**src/rtl/main_control_fsm_pkg.sv**
```systemverilog
// -----------------------------------------------------------------------------
// main_control_fsm_pkg
// Shared definitions for the multicycle MIPS main controller: opcode values,
// state encodings, the ALU-op / ALU-B / PC-source select codes and the
// control-word struct that the output decoder hands to the top level.
// The ALU-op codes are the ones the ALU-control decoder expects.
// -----------------------------------------------------------------------------
package main_control_fsm_pkg;

  localparam int STATE_BITS = 4;

  // Opcodes, instr[31:26]
  localparam logic [5:0] OP_RTYPE = 6'b000000;
  localparam logic [5:0] OP_LW    = 6'b100011;
  localparam logic [5:0] OP_SW    = 6'b101011;
  localparam logic [5:0] OP_BEQ   = 6'b000100;
  localparam logic [5:0] OP_ADDI  = 6'b001000;
  localparam logic [5:0] OP_J     = 6'b000010;
  localparam logic [5:0] OP_BNE   = 6'b000101;

  // BNEEX keeps its encoding in every build; without the BNE option it is
  // unreachable and handled like any other illegal encoding.
  typedef enum logic [STATE_BITS-1:0] {
    FETCH   = 4'd0,
    DECODE  = 4'd1,
    MEMADR  = 4'd2,
    MEMRD   = 4'd3,
    MEMWB   = 4'd4,
    MEMWR   = 4'd5,
    RTYPEEX = 4'd6,
    RTYPEWB = 4'd7,
    BEQEX   = 4'd8,
    ADDIEX  = 4'd9,
    ADDIWB  = 4'd10,
    JEX     = 4'd11,
    BNEEX   = 4'd12
  } state_e;

  // 2'b10 is reserved and never driven.
  typedef enum logic [1:0] {
    ALUOP_ADD   = 2'b00,
    ALUOP_SUB   = 2'b01,
    ALUOP_FUNCT = 2'b11
  } aluop_e;

  typedef enum logic [1:0] {
    SRCB_REGB    = 2'b00,
    SRCB_FOUR    = 2'b01,
    SRCB_IMM     = 2'b10,
    SRCB_IMM_SH2 = 2'b11
  } alusrcb_e;

  typedef enum logic [1:0] {
    PCSRC_ALU    = 2'b00,
    PCSRC_ALUOUT = 2'b01,
    PCSRC_JUMP   = 2'b10
  } pcsrc_e;

  typedef struct packed {
    logic     iord;
    logic     memwrite;
    logic     irwrite;
    logic     regdst;
    logic     memtoreg;
    logic     regwrite;
    logic     alusrca;
    alusrcb_e alusrcb;
    aluop_e   aluop;
    pcsrc_e   pcsrc;
    logic     pcwrite;
    logic     branch;
    logic     bne;
  } ctrl_word_t;

endpackage

```
**src/rtl/main_control_fsm_ctrl_output_decoder.sv**
```systemverilog
// -----------------------------------------------------------------------------
// main_control_fsm_ctrl_output_decoder
// Combinational state -> control word decode for the main controller.
// Moore decode except that the FETCH and MEMWR write enables follow
// i_mem_ready. While i_rst_n is low every enable is forced to 0 so that no
// write escapes during reset even though FETCH decodes ready-dependent
// enables. Unrecognised state encodings decode as FETCH.
// Optional feature: define MAIN_CTRL_BNE_EN to decode the BNEEX state;
// otherwise o_ctrl.bne is always 0.
// Ports:
//   i_state      current FSM state
//   i_mem_ready  memory access completes this cycle
//   i_rst_n      asynchronous active-low reset (enable gating only)
//   o_ctrl       datapath control word
// -----------------------------------------------------------------------------
module main_control_fsm_ctrl_output_decoder
  import main_control_fsm_pkg::*;
(
  input  state_e     i_state,
  input  logic       i_mem_ready,
  input  logic       i_rst_n,
  output ctrl_word_t o_ctrl
);

  ctrl_word_t cw;

  // NOTE: every field gets a default before the case so no path leaves a
  // field unassigned, which would otherwise infer a latch.
  always_comb begin
    cw = '0;
    case (i_state)
      FETCH: begin
        cw.alusrcb  = SRCB_FOUR;
        cw.aluop    = ALUOP_ADD;
        cw.irwrite  = i_mem_ready;
        cw.pcwrite  = i_mem_ready;
      end
      DECODE: begin
        cw.alusrcb  = SRCB_IMM_SH2;
        cw.aluop    = ALUOP_ADD;
      end
      MEMADR: begin
        cw.alusrca  = 1'b1;
        cw.alusrcb  = SRCB_IMM;
        cw.aluop    = ALUOP_ADD;
      end
      MEMRD: begin
        cw.iord     = 1'b1;
      end
      MEMWB: begin
        cw.memtoreg = 1'b1;
        cw.regwrite = 1'b1;
      end
      MEMWR: begin
        // Strobe only on the completing cycle: exactly one write per SW.
        cw.iord     = 1'b1;
        cw.memwrite = i_mem_ready;
      end
      RTYPEEX: begin
        cw.alusrca  = 1'b1;
        cw.alusrcb  = SRCB_REGB;
        cw.aluop    = ALUOP_FUNCT;
      end
      RTYPEWB: begin
        cw.regdst   = 1'b1;
        cw.regwrite = 1'b1;
      end
      BEQEX: begin
        cw.alusrca  = 1'b1;
        cw.alusrcb  = SRCB_REGB;
        cw.aluop    = ALUOP_SUB;
        cw.pcsrc    = PCSRC_ALUOUT;
        cw.branch   = 1'b1;
      end
      ADDIEX: begin
        cw.alusrca  = 1'b1;
        cw.alusrcb  = SRCB_IMM;
        cw.aluop    = ALUOP_ADD;
      end
      ADDIWB: begin
        cw.regwrite = 1'b1;
      end
      JEX: begin
        cw.pcsrc    = PCSRC_JUMP;
        cw.pcwrite  = 1'b1;
      end
`ifdef MAIN_CTRL_BNE_EN
      BNEEX: begin
        cw.alusrca  = 1'b1;
        cw.alusrcb  = SRCB_REGB;
        cw.aluop    = ALUOP_SUB;
        cw.pcsrc    = PCSRC_ALUOUT;
        cw.bne      = 1'b1;
      end
`endif
      default: begin
        // Illegal encodings look like FETCH for the one cycle they exist.
        cw.alusrcb  = SRCB_FOUR;
        cw.aluop    = ALUOP_ADD;
        cw.irwrite  = i_mem_ready;
        cw.pcwrite  = i_mem_ready;
      end
    endcase
  end

  always_comb begin
    o_ctrl = cw;
    if (!i_rst_n) begin
      o_ctrl.memwrite = 1'b0;
      o_ctrl.irwrite  = 1'b0;
      o_ctrl.regwrite = 1'b0;
      o_ctrl.pcwrite  = 1'b0;
      o_ctrl.branch   = 1'b0;
      o_ctrl.bne      = 1'b0;
    end
  end

endmodule

```
**src/rtl/main_control_fsm.sv**
```systemverilog
// -----------------------------------------------------------------------------
// main_control_fsm
// Multicycle MIPS main controller. Moore FSM sequencing fetch / decode /
// execute / writeback from the instruction opcode; drives PC, IR, regfile,
// memory and ALU mux controls plus the 2-bit ALU-op code consumed by the
// ALU-control decoder. Holds the state register and next-state logic; the
// control word comes from main_control_fsm_ctrl_output_decoder.
// Optional feature: define MAIN_CTRL_BNE_EN to support BNE (opcode 000101)
// through a BNEEX state driving o_bne. Without it o_bne stays 0 and 000101
// is reported as illegal.
// Ports:
//   i_clk, i_rst_n      clock (rising edge), asynchronous active-low reset
//   i_opcode            instr[31:26] from the instruction register
//   i_mem_ready         memory access done this cycle (FETCH/MEMRD/MEMWR)
//   o_iord .. o_bne     datapath enables and mux selects
//   o_illegal           one-cycle pulse in DECODE on an unsupported opcode
//   o_state             current state for debug/verification
// -----------------------------------------------------------------------------
module main_control_fsm
  import main_control_fsm_pkg::*;
#(
  parameter int STATE_W = STATE_BITS
) (
  input  logic               i_clk,
  input  logic               i_rst_n,
  input  logic [5:0]         i_opcode,
  input  logic               i_mem_ready,
  output logic               o_iord,
  output logic               o_memwrite,
  output logic               o_irwrite,
  output logic               o_regdst,
  output logic               o_memtoreg,
  output logic               o_regwrite,
  output logic               o_alusrca,
  output logic [1:0]         o_alusrcb,
  output logic [1:0]         o_aluop,
  output logic [1:0]         o_pcsrc,
  output logic               o_pcwrite,
  output logic               o_branch,
  output logic               o_bne,
  output logic               o_illegal,
  output logic [STATE_W-1:0] o_state
);

  state_e     state_q;
  state_e     state_d;
  logic       illegal;
  ctrl_word_t ctrl;

  // NOTE: state flops use non-blocking assignments so every flop samples
  // values from before the edge, independent of process ordering.
  always_ff @(posedge i_clk or negedge i_rst_n) begin
    if (!i_rst_n) state_q <= FETCH;
    else          state_q <= state_d;
  end

  // Next-state logic. The opcode is only looked at in DECODE and MEMADR,
  // where the IR is stable because irwrite is low outside FETCH.
  always_comb begin
    state_d = state_q;
    illegal = 1'b0;
    case (state_q)
      FETCH:   if (i_mem_ready) state_d = DECODE;
      DECODE: begin
        case (i_opcode)
          OP_LW, OP_SW: state_d = MEMADR;
          OP_RTYPE:     state_d = RTYPEEX;
          OP_BEQ:       state_d = BEQEX;
          OP_ADDI:      state_d = ADDIEX;
          OP_J:         state_d = JEX;
`ifdef MAIN_CTRL_BNE_EN
          OP_BNE:       state_d = BNEEX;
`endif
          default: begin
            state_d = FETCH;
            illegal = 1'b1;
          end
        endcase
      end
      MEMADR:  state_d = (i_opcode == OP_LW) ? MEMRD : MEMWR;
      MEMRD:   if (i_mem_ready) state_d = MEMWB;
      MEMWB:   state_d = FETCH;
      MEMWR:   if (i_mem_ready) state_d = FETCH;
      RTYPEEX: state_d = RTYPEWB;
      RTYPEWB: state_d = FETCH;
      BEQEX:   state_d = FETCH;
      ADDIEX:  state_d = ADDIWB;
      ADDIWB:  state_d = FETCH;
      JEX:     state_d = FETCH;
`ifdef MAIN_CTRL_BNE_EN
      BNEEX:   state_d = FETCH;
`endif
      default: state_d = FETCH;
    endcase
  end

  main_control_fsm_ctrl_output_decoder u_ctrl_output_decoder (
    .i_state     (state_q),
    .i_mem_ready (i_mem_ready),
    .i_rst_n     (i_rst_n),
    .o_ctrl      (ctrl)
  );

  assign o_iord     = ctrl.iord;
  assign o_memwrite = ctrl.memwrite;
  assign o_irwrite  = ctrl.irwrite;
  assign o_regdst   = ctrl.regdst;
  assign o_memtoreg = ctrl.memtoreg;
  assign o_regwrite = ctrl.regwrite;
  assign o_alusrca  = ctrl.alusrca;
  assign o_alusrcb  = ctrl.alusrcb;
  assign o_aluop    = ctrl.aluop;
  assign o_pcsrc    = ctrl.pcsrc;
  assign o_pcwrite  = ctrl.pcwrite;
  assign o_branch   = ctrl.branch;
  assign o_bne      = ctrl.bne;
  // State is forced to FETCH during reset, so this is already 0 then.
  assign o_illegal  = illegal;
  assign o_state    = STATE_W'(state_q);

endmodule

```
**config.mk**
```make
export PLATFORM = sky130hd
export DESIGN_NAME = main_control_fsm
export DESIGN_NICKNAME = d
export VERILOG_FILES = /design/src/rtl/main_control_fsm_pkg.sv /design/src/rtl/main_control_fsm_ctrl_output_decoder.sv /design/src/rtl/main_control_fsm.sv
export SDC_FILE = /design/constraint.sdc
export NUM_CORES = 1
export LEC_CHECK = 0
export BUFFER_PORTS_ARGS = -buffer_cell sky130_fd_sc_hd__clkbuf_2
export CAP_MARGIN = 20
export CORE_UTILIZATION = 41
export DETAILED_ROUTE_END_ITERATION = 10
export PLACE_DENSITY_LB_ADDON = 0.3
export SYNTH_ARGS = -nofsm -noshare
export SYNTH_HDL_FRONTEND = slang
export SYNTH_HIERARCHICAL = 1
export SYNTH_SLANG_ARGS = --single-unit
export TNS_END_PERCENT = 100
```
**constraint.sdc**
```tcl
create_clock -name i_clk -period 1.6 [get_ports i_clk]
set_clock_uncertainty 0.15 [all_clocks]
set_input_delay 0.08 -clock i_clk [delete_from_list [all_inputs] [get_ports i_clk]]
set_output_delay 0.08 -clock i_clk [all_outputs]
set_load 0.01 [all_outputs]
```
==> reports/results.txt <==
Status: complete, but fails checks
Violated checks: setup timing
# rows: 14
Critical path, cell by cell: or3b_4, buf_6, nor4_4, buf_2
Fin nets: 131
Io pins: 30
Largest family of logic cells by synthesized area: simple AND/OR/NAND/NOR gates
Worst Path Class, Setup: flip-flop to primary output
R2R Setup Slk: 0 ns
Post-synth EDFFs: 0
Post-route insts no fill: 133
Fin Hold WS: 0.0874 ns
Total gr overflow: 0
Post-route ant nets: 0
Routed metal-1 wire length: 747 µm
Critical Path Start Type: flip-flop
Minimum clock period: 1.65 ns
CTS max path bufs: 2
Crit path buf inv count: 2
Reg2reg end: o_state[1]
VDD IR max: 0.380 mV
Fill cells: 129
Synth area leader: dfrtp_1
Number of H-tree levels: 1
DR WL met3: 79 µm
DR iter-0 viols: 13
Syn Nets: 93
Initial antenna violation count: 0
Pre-CTS WS: -0.0105 ns
Synthesis Warnings: 6
First-pass GRT wire length: 2650 µm
GRT Resource Usage Total: 18.0%
Initial Utilization: 44.0%
Distinct cells, synth: 48
Final period util: 103%
Max reg flops: 4
Via count of the first global-routing pass: 646
Worst R2R Path Depth: 3
Fmax: 0.605 GHz
Gp weighted congestion: 0.757
Die footprint: 0.00180 mm²
Post-synthesis cell count: 81
Largest cells by area after synthesis: dfrtp_1 (15%), ha_1 (5.6%), buf_6 (5.0%)
CP max FO: 2
Final setup viols: 6
HP Class: input port to async pin
Post-Syn Area per Cell: 8.28 µm²
Final Cell Area: 983 µm²
Share of cells above drive strength 1: 52.1%
Max-slew violation count: 0
Post-synth top area share: 14.9%
Final WS setup: -0.0523 ns
Pwr dens: 620 mW/mm²
CTS Buf Count: 3
Layout area overhead: 46.6%
CP max stage cell: or3b_4
Hold violation count in the final report: 0
Routed len/inst: 12.6 µm
TNS Setup: -0.186 ns
Worst-Skew Late Latency: 0.23 ns
Design Power: 0.610 mW
CORE AREA: 0.00152 mm²
First-pass DRT Iterations: 4
Critical R2R Launch: o_state[1]
Yosys reg bits: 4
CTS tree: built
DRC viols: 0
Leak pwr: 0.425 nW
Synth Area in Compound Gates: 26.9%
Die span in x: 42.4 µm
Post-synthesis mux area share: 0%
DR WL met2: 836 µm
Antenna diodes: 0
DP HPWL: 1180 µm
CP arrival: 1.42 ns
CP endpoint kind: primary output
Area share of fa/ha/maj cells after synthesis: 5.60%
Clk pin slew, worst setup/hold paths: 0.04 ns
Die Span Y: 42.4 µm
Sinks on Clock Net: 4
Placed inst area: 845 µm²
Inst Count DP: 128
Max cap viols: 0
Critical path required time: 1.37 ns
DRT Wirelength: 1680 µm
Post-synth top flop: dfrtp_1
Largest net degree at the start of global routing: 21
Vias/cell: 5.74
Clk root buf: clkbuf_4
Layout Utilization: 64.5%
Unrepaired setup endpoints after global routing: true
Worst path top cell family by delay: simple AND/OR/NAND/NOR gates
Share of flip-flops with an asynchronous set or reset: 100%
PortBufs: 28
Highest routed layer: met4
Synth Area in Simple Gates: 39.0%
Sequential-to-total area share from yosys stat: 14.9%
Mapped Area: 671 µm²
Via count: 763
Slowest stage delay, CP: 0.40 ns
Synth Area in XOR/XNOR: 3.92%
final cells by class:
cell class | instances | area, µm² | area share [%]
multi-input combinational | 68 | 594 | 60.4
timing repair buffer | 38 | 225 | 22.9
sequential | 4 | 101 | 10.3
clock buffer | 3 | 22.5 | 2.29
inverter | 4 | 20.0 | 2.04
tap | 16 | 20.0 | 2.04
worst register-to-register path, delay by kind of cell, from the launching register on:
kind               cells  cell delay [ns]
AOI/OAI and AO/OA      1             0.16
DFF                    1             0.37
and+or+nand+nor        2             0.83
cell families (layout without fill, tap and decap cells):
logic type / Yosys count / count (layout)
adder cells (fa/ha/maj): 3 / 3
buffers and inverters: 9 / 45
other: 1 / 1
AO/OA/AOI/OAI: 24 / 24
AND/OR/NAND/NOR: 37 / 37
flip-flops: 4 / 4
XOR/XNOR: 3 / 3
metal layers:
metal | GRT usage, % | up-vias
met1 | 22.6 | 351
li1 | - | 377
met4 | 5.63 | 0
met2 | 33.2 | 33
met3 | 0 | 2
met5 | 0 | -
cell usage in the layout, fill, tap and decap left out, types with 2 or more instances in the layout:
cell type / n
clkbuf_2: 22
buf_4: 7
buf_2: 6
o21ai_0: 4
nand2b_1: 4
nand2_1: 4
nor2_1: 4
nor3_1: 3
clkbuf_4: 3
dfrtp_1: 3
ha_4: 3
xor2_1: 2
or4_4: 2
a211oi_1: 2
inv_1: 2
nor4bb_1: 2
nor3b_1: 2
nor2b_1: 2
buf_6: 2
a21oi_1: 2
o2bb2ai_2: 2
o21ai_1: 2
power breakdown:
part	total, mW	switching [mW]	internal, mW
Clock	0.125	0.0410	0.0839
Sequential	0.118	0.00604	0.112
Combinational	0.367	0.195	0.172
worst max path at each step:
stage,startpoint,end,slack [ns],cells after the start
2_1_floorplan,o_state[2],o_state[1],-0.17,4
3_3_place_gp,o_state[1],o_state[1],0.009,3
3_5_place_dp,o_state[1],o_state[1],-0.01,3
4_1_cts,o_state[2],o_illegal,-0.12,4
5_1_grt,o_state[1],o_illegal,-0.10,4
6_report,o_state[1],o_illegal,-0.05,4
timing repair:
action,CTS,global route
endpoints found under the hold margin,4,0
setup endpoints to repair,16,16
pin swaps,1,4
buffers inserted,0,1
resized for setup,12,16
hold buffers,1,0
No activity file was read; power rests on OpenSTA's default activity.
